[src/rtl/sccb_pkg.sv]
`default_nettype none
// ============================================================================
// Module : sccb_pkg
// Brief  : Shared types, constants and bus-level decode for the SCCB writer
// Rev    : 1.0
// ============================================================================
package sccb_pkg;

    localparam int         FRAME_W    = 27;
    localparam int         BIT_CNT_W  = 5;
    localparam logic [7:0] DEF_DEV_ID = 8'h42;

    typedef enum logic [2:0] {
        ST_PWRUP = 3'd0,
        ST_LOAD  = 3'd1,
        ST_START = 3'd2,
        ST_SHIFT = 3'd3,
        ST_ACK   = 3'd4,
        ST_STOP  = 3'd5,
        ST_GAP   = 3'd6,
        ST_DONE  = 3'd7
    } state_e;

    // Frame positions 8, 17 and 26 are the don't-care ACK slots.
    function automatic logic is_ack_slot(input logic [BIT_CNT_W-1:0] n);
        return (n == 5'd8) || (n == 5'd17) || (n == 5'd26);
    endfunction

    // Returns {sio_c, sio_d_oe} for a state and quarter; sda_bit is the frame MSB.
    function automatic logic [1:0] bus_levels(input state_e     st,
                                              input logic [1:0] q,
                                              input logic       sda_bit);
        logic [1:0] lv;
        lv = 2'b10;
        case (st)
            ST_START: begin
                case (q)
                    2'd1:    lv = 2'b11;
                    2'd2:    lv = 2'b01;
                    default: lv = 2'b10;
                endcase
            end
            ST_SHIFT: lv = {(q == 2'd1) || (q == 2'd2), ~sda_bit};
            ST_ACK:   lv = {(q == 2'd1) || (q == 2'd2), 1'b0};
            ST_STOP: begin
                case (q)
                    2'd0:    lv = 2'b01;
                    2'd1:    lv = 2'b11;
                    default: lv = 2'b10;
                endcase
            end
            default: lv = 2'b10;
        endcase
        return lv;
    endfunction

endpackage
`default_nettype wire

[src/rtl/sccb_config_writer_if.sv]
`default_nettype none
// ============================================================================
// Module : sccb_config_writer_if
// Brief  : LUT address/data and SCCB bus lines of the config writer
// Rev    : 1.0
// ============================================================================
interface sccb_config_writer_if;

    logic [7:0]  lut_index;
    logic [15:0] lut_data;
    logic        sio_c;
    logic        sio_d_oe;

    modport master (
        output lut_index,
        input  lut_data,
        output sio_c,
        output sio_d_oe
    );

    modport slave (
        input  lut_index,
        output lut_data,
        input  sio_c,
        input  sio_d_oe
    );

endinterface
`default_nettype wire

[src/rtl/sccb_tick_gen.sv]
`default_nettype none
// ============================================================================
// Module : sccb_tick_gen
// Brief  : Quarter-bit tick divider; held cleared while en is low
// Rev    : 1.0
// ============================================================================
module sccb_tick_gen #(
    parameter int QDIV = 10
) (
    input  logic clk,
    input  logic rst,
    input  logic en,
    output logic tick
);

    localparam int            CW     = (QDIV > 1) ? $clog2(QDIV) : 1;
    localparam logic [CW-1:0] C_LAST = CW'(QDIV - 1);

    logic [CW-1:0] cnt_q;
    logic [CW-1:0] cnt_d;

    always_comb begin
        cnt_d = cnt_q;
        if (!en || (cnt_q == C_LAST)) begin
            cnt_d = '0;
        end else begin
            cnt_d = cnt_q + 1'b1;
        end
    end

    always_ff @(posedge clk or posedge rst) begin
        if (rst) begin
            cnt_q <= '0;
        end else begin
            cnt_q <= cnt_d;
        end
    end

    assign tick = en && (cnt_q == C_LAST);

endmodule
`default_nettype wire

[src/rtl/sccb_config_writer.sv]
`default_nettype none
// ============================================================================
// Module : sccb_config_writer
// Brief  : Walks a register LUT and writes each entry as a 3-phase SCCB write
// Rev    : 1.0
// ============================================================================
module sccb_config_writer
    import sccb_pkg::*;
#(
    parameter int         CLK_HZ    = 25_000_000,
    parameter int         SCCB_HZ   = 100_000,
    parameter int         LUT_FIRST = 2,
    parameter int         LUT_LAST  = 166,
    parameter logic [7:0] DEV_ID    = DEF_DEV_ID,
    parameter int         PWRUP_CYC = 1_000_000,
    parameter int         GAP_CYC   = 5_000
) (
    input  logic                 clk,
    input  logic                 rst,
    input  logic                 start_i,
    sccb_config_writer_if.master bus,
    output logic                 busy_o,
    output logic                 done_o
);

    localparam int QDIV    = CLK_HZ / (4 * SCCB_HZ);
    localparam int CNT_MAX = (PWRUP_CYC > GAP_CYC) ? PWRUP_CYC : GAP_CYC;
    localparam int CNT_W   = $clog2(CNT_MAX + 1);

    localparam logic [CNT_W-1:0]     PWRUP_LAST = CNT_W'(PWRUP_CYC - 1);
    localparam logic [CNT_W-1:0]     GAP_LAST   = CNT_W'(GAP_CYC - 1);
    localparam logic [7:0]           IDX_FIRST  = 8'(LUT_FIRST);
    localparam logic [7:0]           IDX_LAST   = 8'(LUT_LAST);
    localparam logic [BIT_CNT_W-1:0] LAST_BIT   = BIT_CNT_W'(FRAME_W - 1);
    localparam logic                 EMPTY_LUT  = (LUT_FIRST > LUT_LAST);

    state_e               state_q, state_d;
    logic [CNT_W-1:0]     cnt_q, cnt_d;
    logic [1:0]           qtr_q, qtr_d;
    logic [BIT_CNT_W-1:0] bit_q, bit_d;
    logic [FRAME_W-1:0]   frame_q, frame_d;
    logic [7:0]           idx_q, idx_d;
    logic                 sio_c_q, sio_c_d;
    logic                 sio_d_oe_q, sio_d_oe_d;
    logic                 busy_q, busy_d;
    logic                 done_q, done_d;
    logic                 div_en;
    logic                 tick;

    assign div_en = (state_q == ST_START) || (state_q == ST_SHIFT) ||
                    (state_q == ST_ACK)   || (state_q == ST_STOP);

    sccb_tick_gen #(
        .QDIV (QDIV)
    ) u_tick_gen (
        .clk  (clk),
        .rst  (rst),
        .en   (div_en),
        .tick (tick)
    );

    always_comb begin
        state_d = state_q;
        cnt_d   = cnt_q;
        qtr_d   = qtr_q;
        bit_d   = bit_q;
        frame_d = frame_q;
        idx_d   = idx_q;

        case (state_q)
            ST_PWRUP: begin
                if (cnt_q == PWRUP_LAST) begin
                    cnt_d   = '0;
                    state_d = EMPTY_LUT ? ST_DONE : ST_LOAD;
                end else begin
                    cnt_d = cnt_q + 1'b1;
                end
            end

            ST_LOAD: begin
                // ACK slots are loaded as 1 so the shared shift path leaves SDA released.
                frame_d = {DEV_ID, 1'b1, bus.lut_data[15:8], 1'b1, bus.lut_data[7:0], 1'b1};
                qtr_d   = 2'd0;
                bit_d   = '0;
                state_d = ST_START;
            end

            ST_START: begin
                if (tick) begin
                    if (qtr_q == 2'd2) begin
                        qtr_d   = 2'd0;
                        state_d = ST_SHIFT;
                    end else begin
                        qtr_d = qtr_q + 2'd1;
                    end
                end
            end

            ST_SHIFT, ST_ACK: begin
                if (tick) begin
                    if (qtr_q == 2'd3) begin
                        qtr_d   = 2'd0;
                        frame_d = {frame_q[FRAME_W-2:0], 1'b1};
                        bit_d   = bit_q + 1'b1;
                        if (bit_q == LAST_BIT) begin
                            state_d = ST_STOP;
                        end else if (is_ack_slot(bit_q + 1'b1)) begin
                            state_d = ST_ACK;
                        end else begin
                            state_d = ST_SHIFT;
                        end
                    end else begin
                        qtr_d = qtr_q + 2'd1;
                    end
                end
            end

            ST_STOP: begin
                if (tick) begin
                    if (qtr_q == 2'd2) begin
                        qtr_d   = 2'd0;
                        state_d = ST_GAP;
                    end else begin
                        qtr_d = qtr_q + 2'd1;
                    end
                end
            end

            ST_GAP: begin
                if (cnt_q == GAP_LAST) begin
                    cnt_d = '0;
                    if (idx_q == IDX_LAST) begin
                        state_d = ST_DONE;
                    end else begin
                        idx_d   = idx_q + 8'd1;
                        state_d = ST_LOAD;
                    end
                end else begin
                    cnt_d = cnt_q + 1'b1;
                end
            end

            ST_DONE: begin
                if (start_i) begin
                    idx_d   = IDX_FIRST;
                    state_d = EMPTY_LUT ? ST_DONE : ST_LOAD;
                end
            end

            default: state_d = ST_PWRUP;
        endcase

        // Outputs are decoded from the next state so the pins come straight from flops.
        {sio_c_d, sio_d_oe_d} = bus_levels(state_d, qtr_d, frame_d[FRAME_W-1]);
        busy_d = (state_d != ST_DONE);
        done_d = (state_d == ST_DONE);
    end

    always_ff @(posedge clk or posedge rst) begin
        if (rst) begin
            state_q    <= ST_PWRUP;
            cnt_q      <= '0;
            qtr_q      <= 2'd0;
            bit_q      <= '0;
            frame_q    <= '0;
            idx_q      <= IDX_FIRST;
            sio_c_q    <= 1'b1;
            sio_d_oe_q <= 1'b0;
            busy_q     <= 1'b1;
            done_q     <= 1'b0;
        end else begin
            state_q    <= state_d;
            cnt_q      <= cnt_d;
            qtr_q      <= qtr_d;
            bit_q      <= bit_d;
            frame_q    <= frame_d;
            idx_q      <= idx_d;
            sio_c_q    <= sio_c_d;
            sio_d_oe_q <= sio_d_oe_d;
            busy_q     <= busy_d;
            done_q     <= done_d;
        end
    end

    assign bus.lut_index = idx_q;
    assign bus.sio_c     = sio_c_q;
    assign bus.sio_d_oe  = sio_d_oe_q;
    assign busy_o        = busy_q;
    assign done_o        = done_q;

endmodule
`default_nettype wire

[src/flat_wrapper.sv]
// flat-port wrapper written by rule: the top's interface ports become plain ports
module sccb_config_writer_flat import sccb_pkg::*;
#(
    parameter int         CLK_HZ    = 25_000_000,
    parameter int         SCCB_HZ   = 100_000,
    parameter int         LUT_FIRST = 2,
    parameter int         LUT_LAST  = 166,
    parameter logic [7:0] DEV_ID    = DEF_DEV_ID,
    parameter int         PWRUP_CYC = 1_000_000,
    parameter int         GAP_CYC   = 5_000
)
  (clk, rst, start_i, busy_o, done_o, bus_lut_index, bus_lut_data, bus_sio_c, bus_sio_d_oe);
  sccb_config_writer_if bus_i ();
  input  logic clk;
  input  logic rst;
  input  logic start_i;
  output logic busy_o;
  output logic done_o;
  output wire logic [$bits(bus_i.lut_index)-1:0] bus_lut_index;
  input wire logic [$bits(bus_i.lut_data)-1:0] bus_lut_data;
  output wire logic [$bits(bus_i.sio_c)-1:0] bus_sio_c;
  output wire logic [$bits(bus_i.sio_d_oe)-1:0] bus_sio_d_oe;
  assign bus_lut_index = bus_i.lut_index;
  assign bus_i.lut_data = bus_lut_data;
  assign bus_sio_c = bus_i.sio_c;
  assign bus_sio_d_oe = bus_i.sio_d_oe;
  sccb_config_writer #(.CLK_HZ(CLK_HZ), .SCCB_HZ(SCCB_HZ), .LUT_FIRST(LUT_FIRST), .LUT_LAST(LUT_LAST), .DEV_ID(DEV_ID), .PWRUP_CYC(PWRUP_CYC), .GAP_CYC(GAP_CYC)) u_core (.clk(clk), .rst(rst), .start_i(start_i), .bus(bus_i), .busy_o(busy_o), .done_o(done_o));
endmodule
[config.mk]
export PLATFORM = sky130hd
export DESIGN_NAME = sccb_config_writer_flat
export DESIGN_NICKNAME = d
export VERILOG_FILES = /design/src/rtl/sccb_pkg.sv /design/src/rtl/sccb_config_writer_if.sv /design/src/rtl/sccb_tick_gen.sv /design/src/rtl/sccb_config_writer.sv /design/src/flat_wrapper.sv
export SDC_FILE = /design/constraint.sdc
export NUM_CORES = 1
export LEC_CHECK = 0
export ABC_CLOCK_PERIOD_IN_PS = 2200
export CELL_PAD_IN_SITES_DETAIL_PLACEMENT = 1
export CELL_PAD_IN_SITES_GLOBAL_PLACEMENT = 2
export CORE_MARGIN = 2
export CORE_UTILIZATION = 35
export CTS_BUF_LIST = sky130_fd_sc_hd__clkbuf_8
export DETAILED_ROUTE_END_ITERATION = 8
export GPL_ROUTABILITY_DRIVEN = 0
export PLACE_DENSITY = 0.77
export SYNTH_ARGS = -nofsm -noshare
export SYNTH_HDL_FRONTEND = slang
export SYNTH_SLANG_ARGS = --single-unit
export TNS_END_PERCENT = 30
[constraint.sdc]
create_clock -name clk -period 2.2 [get_ports clk]
set_input_delay 0.22 -clock clk [delete_from_list [all_inputs] [get_ports clk]]
set_output_delay 0.22 -clock clk [all_outputs]
set_load 0.005 [all_outputs]
==> impl_metrics.tcl <==
set metrics [dict create \
    grt.met2_usage 0.310 \
    place_ws_ns -0.232 \
    endpoint_kind "register" \
    cts.path.max_buffers 2 \
    die_h_um 113 \
    p_leak_nw 2.59 \
    synth_xor_area_frac 0.0543 \
    die_width_um 113 \
    synth_flop_cell "dfrtp_1" \
    rsz0062_at_grt "true" \
    final_common_cell "buf_4" \
    hold_buffers 0 \
    tightestPinTransition_ns 0.404 \
    final_core_util 0.506 \
    clk_pin_slew_ns 0.08 \
    violations "negative setup slack" \
    yosys_warnings 0 \
    setup_viol_count_final 3 \
    drt_iter0_markers 129 \
    grt_max_degree 76 \
    clkSinkCount 75 \
    synthArstFlopShare 1.00 \
    num-nets-final 608 \
    crit_path_max_fanout 6 \
    finalHoldViolCount 0 \
    grt_pass1_vias 3964 \
    vias 3716 \
    grt_antenna_before_repair 0 \
    clk_latency_ns 0.37 \
    cts_root_buffer "clkbuf_8" \
    drc 0 \
    netlist_area_um2 4190 \
    post_synth_mux_area_share 0.0122 \
    clock-skew-final_ns 0.0101 \
    grt_pass1_wl_um 19500 \
    worstRegToRegCells 10 \
    synthAdderAreaFrac 0.0501 \
    numCtsBuffers 9 \
    synth-edff-count 0 \
    cp_cell_sequence "ha_2, nor4b_4, nand4_1, nor4b_2, buf_4, a2111oi_4, o22ai_4, buf_6, mux2i_2, o32ai_2" \
    slew_headroom 0.730 \
    drv_slew 0 \
    tns_ns -0.419 \
    busiest_layer "met2" \
    ys_types 67 \
    drv_cap 0 \
    endpoint "u_core.bus.sio_d_oe$_DFF_PP0_" \
    post-route-period-util 1.10 \
    startpoint_type "register" \
    worst_r2r_startpoint "u_core.cnt_q[1]$_DFFE_PP0P_" \
    worst_path_dominant_cell_family "simple AND/OR/NAND/NOR gates" \
    powerDensity_nw_per_um2 461 \
    status "finished, violations left" \
    areaGrowthSynthToFinish_pct 39.6 \
    critPathKind "reg2reg" \
    cp_slowest_cell "dfrtp_1" \
    final_cell_mix "90 x buf_4, 74 x nand2_1, 71 x dfrtp_1" \
    synth-simple-area-share 0.259 \
    rrSetupSlack_ns -0.21 \
    coreArea_um2 11600 \
    grt.total_usage 0.190 \
    r2r-end "u_core.bus.sio_d_oe$_DFF_PP0_" \
    n_antenna_cell 0 \
    min_period_ns 2.41 \
    critPathMaxStageDelay_ns 0.38 \
    top_level_ports 31 \
    maxClockFrequency_ghz 0.415 \
    finalHoldWorstSlack_ns 0.296 \
    timing.critical_path.buf_inv 2 \
    tritoncts "built" \
    grtUsageMet3 0.0367 \
    dr.pass1.iters 4 \
    num_rows 39 \
    wirelength_um 11400 \
    drive_above_1_share 0.292 \
    grt_util_met1 0.248 \
    seq_area_frac_synth 0.448 \
    dp_hpwl_um 7760 \
    routed_via_density 5.15 \
    start_util 0.363 \
    avgSynthCellArea_um2 9.26 \
    synth_fp_nets 488 \
    startpoint "u_core.cnt_q[1]$_DFFE_PP0P_" \
    synth_compound_area_frac 0.128 \
    io_buffers 30 \
    worstPathArrival_ns 2.66 \
    wl_per_cell_um 15.8 \
    synthCells 453 \
    vdd_ir_drop_max_v 0.000297 \
    ant_nets 0 \
    cts_max_level 3 \
    cp.depth 10 \
    die_area_um2 12900 \
    overflow 0 \
    hold_class "in2async" \
    synth.ff_latch_count 75 \
    worst_slack_ns -0.211 \
    crit_required_ns 2.45 \
    synth_top_family_by_area "simple AND/OR/NAND/NOR gates" \
]
metal layers:
metal,share of wire,wire length (um)
met1,0.47,5320
met4,0.018,202
met3,0.027,304
met5,0,0
met2,0.49,5600
worst min-delay path by stage:
| stage | from | end | slack, ns | cells after the start |
|---|---|---|---|---|
| 2_1_floorplan | bus_lut_data[8] | u_core.frame_q[10]$_DFFE_PP0P_ | 0.35 | 2 |
| 6_report | rst | u_core.frame_q[3]$_DFFE_PP0P_ | 0.30 | 3 |
| 4_1_cts | rst | u_core.frame_q[5]$_DFFE_PP0P_ | 0.31 | 3 |
| 5_1_grt | rst | u_core.frame_q[2]$_DFFE_PP0P_ | 0.33 | 3 |
| 3_5_place_dp | u_core.frame_q[24]$_DFFE_PP0P_ | u_core.frame_q[25]$_DFFE_PP0P_ | 0.46 | 2 |
| 3_3_place_gp | u_core.frame_q[21]$_DFFE_PP0P_ | u_core.frame_q[22]$_DFFE_PP0P_ | 0.45 | 2 |
worst min-delay path, delay by kind of cell:
family   cells  cell delay, ns
buf+inv      3            0.87
area by class of cell:
| cell class | instances | area [um2] |
|---|---|---|
| flip-flops and latches | 75 | 1880 |
| inverters | 21 | 82.6 |
| well taps | 143 | 179 |
| multi-input cells | 336 | 2350 |
| fillers | 1320 | 5710 |
| repair buffers | 130 | 1130 |
| clock buffers | 11 | 151 |
| clock inverters | 5 | 82.6 |
power breakdown:
part,internal [mW],switching (mW)
Clock,0.705,0.555
Sequential,1.38,0
Combinational,0.0320,0.0324
Total,2.11,0.587
Yosys cell counts (all sizes together), types with 4 or more instances:
cell | n | area share
buf | 9 | 0.014
nor3 | 7 | 0.0084
nor4b | 5 | 0.013
and3 | 5 | 0.0075
nand2 | 76 | 0.070
nor4 | 6 | 0.0090
o31ai | 4 | 0.010
nand3 | 24 | 0.030
clkbuf | 12 | 0.016
a21oi | 9 | 0.011
inv | 21 | 0.019
nand4b | 5 | 0.010
or3 | 6 | 0.0090
xor2 | 13 | 0.027
dfrtp | 72 | 0.43
a22oi | 19 | 0.034
mux2i | 4 | 0.0095
nor2 | 47 | 0.043
ha | 16 | 0.048
xnor2 | 13 | 0.027
nand4 | 12 | 0.018
o21ai | 19 | 0.023
o211ai | 5 | 0.0090
cell families after synthesis:
group,after synthesis
xor+xnor,26
simple gates,214
buf+inv,42
mux,5
fa+ha+maj,17
compound gates,74
flops,75
per-stage QoR:
| stage | cell area (um2) | cells | power, mW |
|---|---|---|---|
| after detailed placement | 5230 | 686 | 1.47 |
| after CTS | 5630 | 708 | 2.75 |
| after floorplan | 4220 | 453 | 1.43 |
| final | 5850 | 721 | 2.70 |
| after global routing | 5850 | 721 | 2.81 |
| after global placement | 5230 | 686 | 1.47 |
sequential cells by signal (all words and copies together), names as in the netlist:
signal and flops:
u_core.qtr_q 2, u_core.cnt_q 20, u_core.bus.sio_d_oe 1, u_core.frame_q 27
u_core.bus.lut_index 8, u_core.bit_q 5, u_core.state_q 3, u_core.done_o 1
u_core.busy_o 1, u_core.bus.sio_c 1, u_core.u_tick_gen.cnt_q 6
repair_timing:
item,CTS,global route
setup endpoints to repair,13,28
gates resized for setup,26,22
setup buffers,6,12
pin swaps,14,18
cloned,0,1
Note: power is estimated with default switching activity, not from simulation.
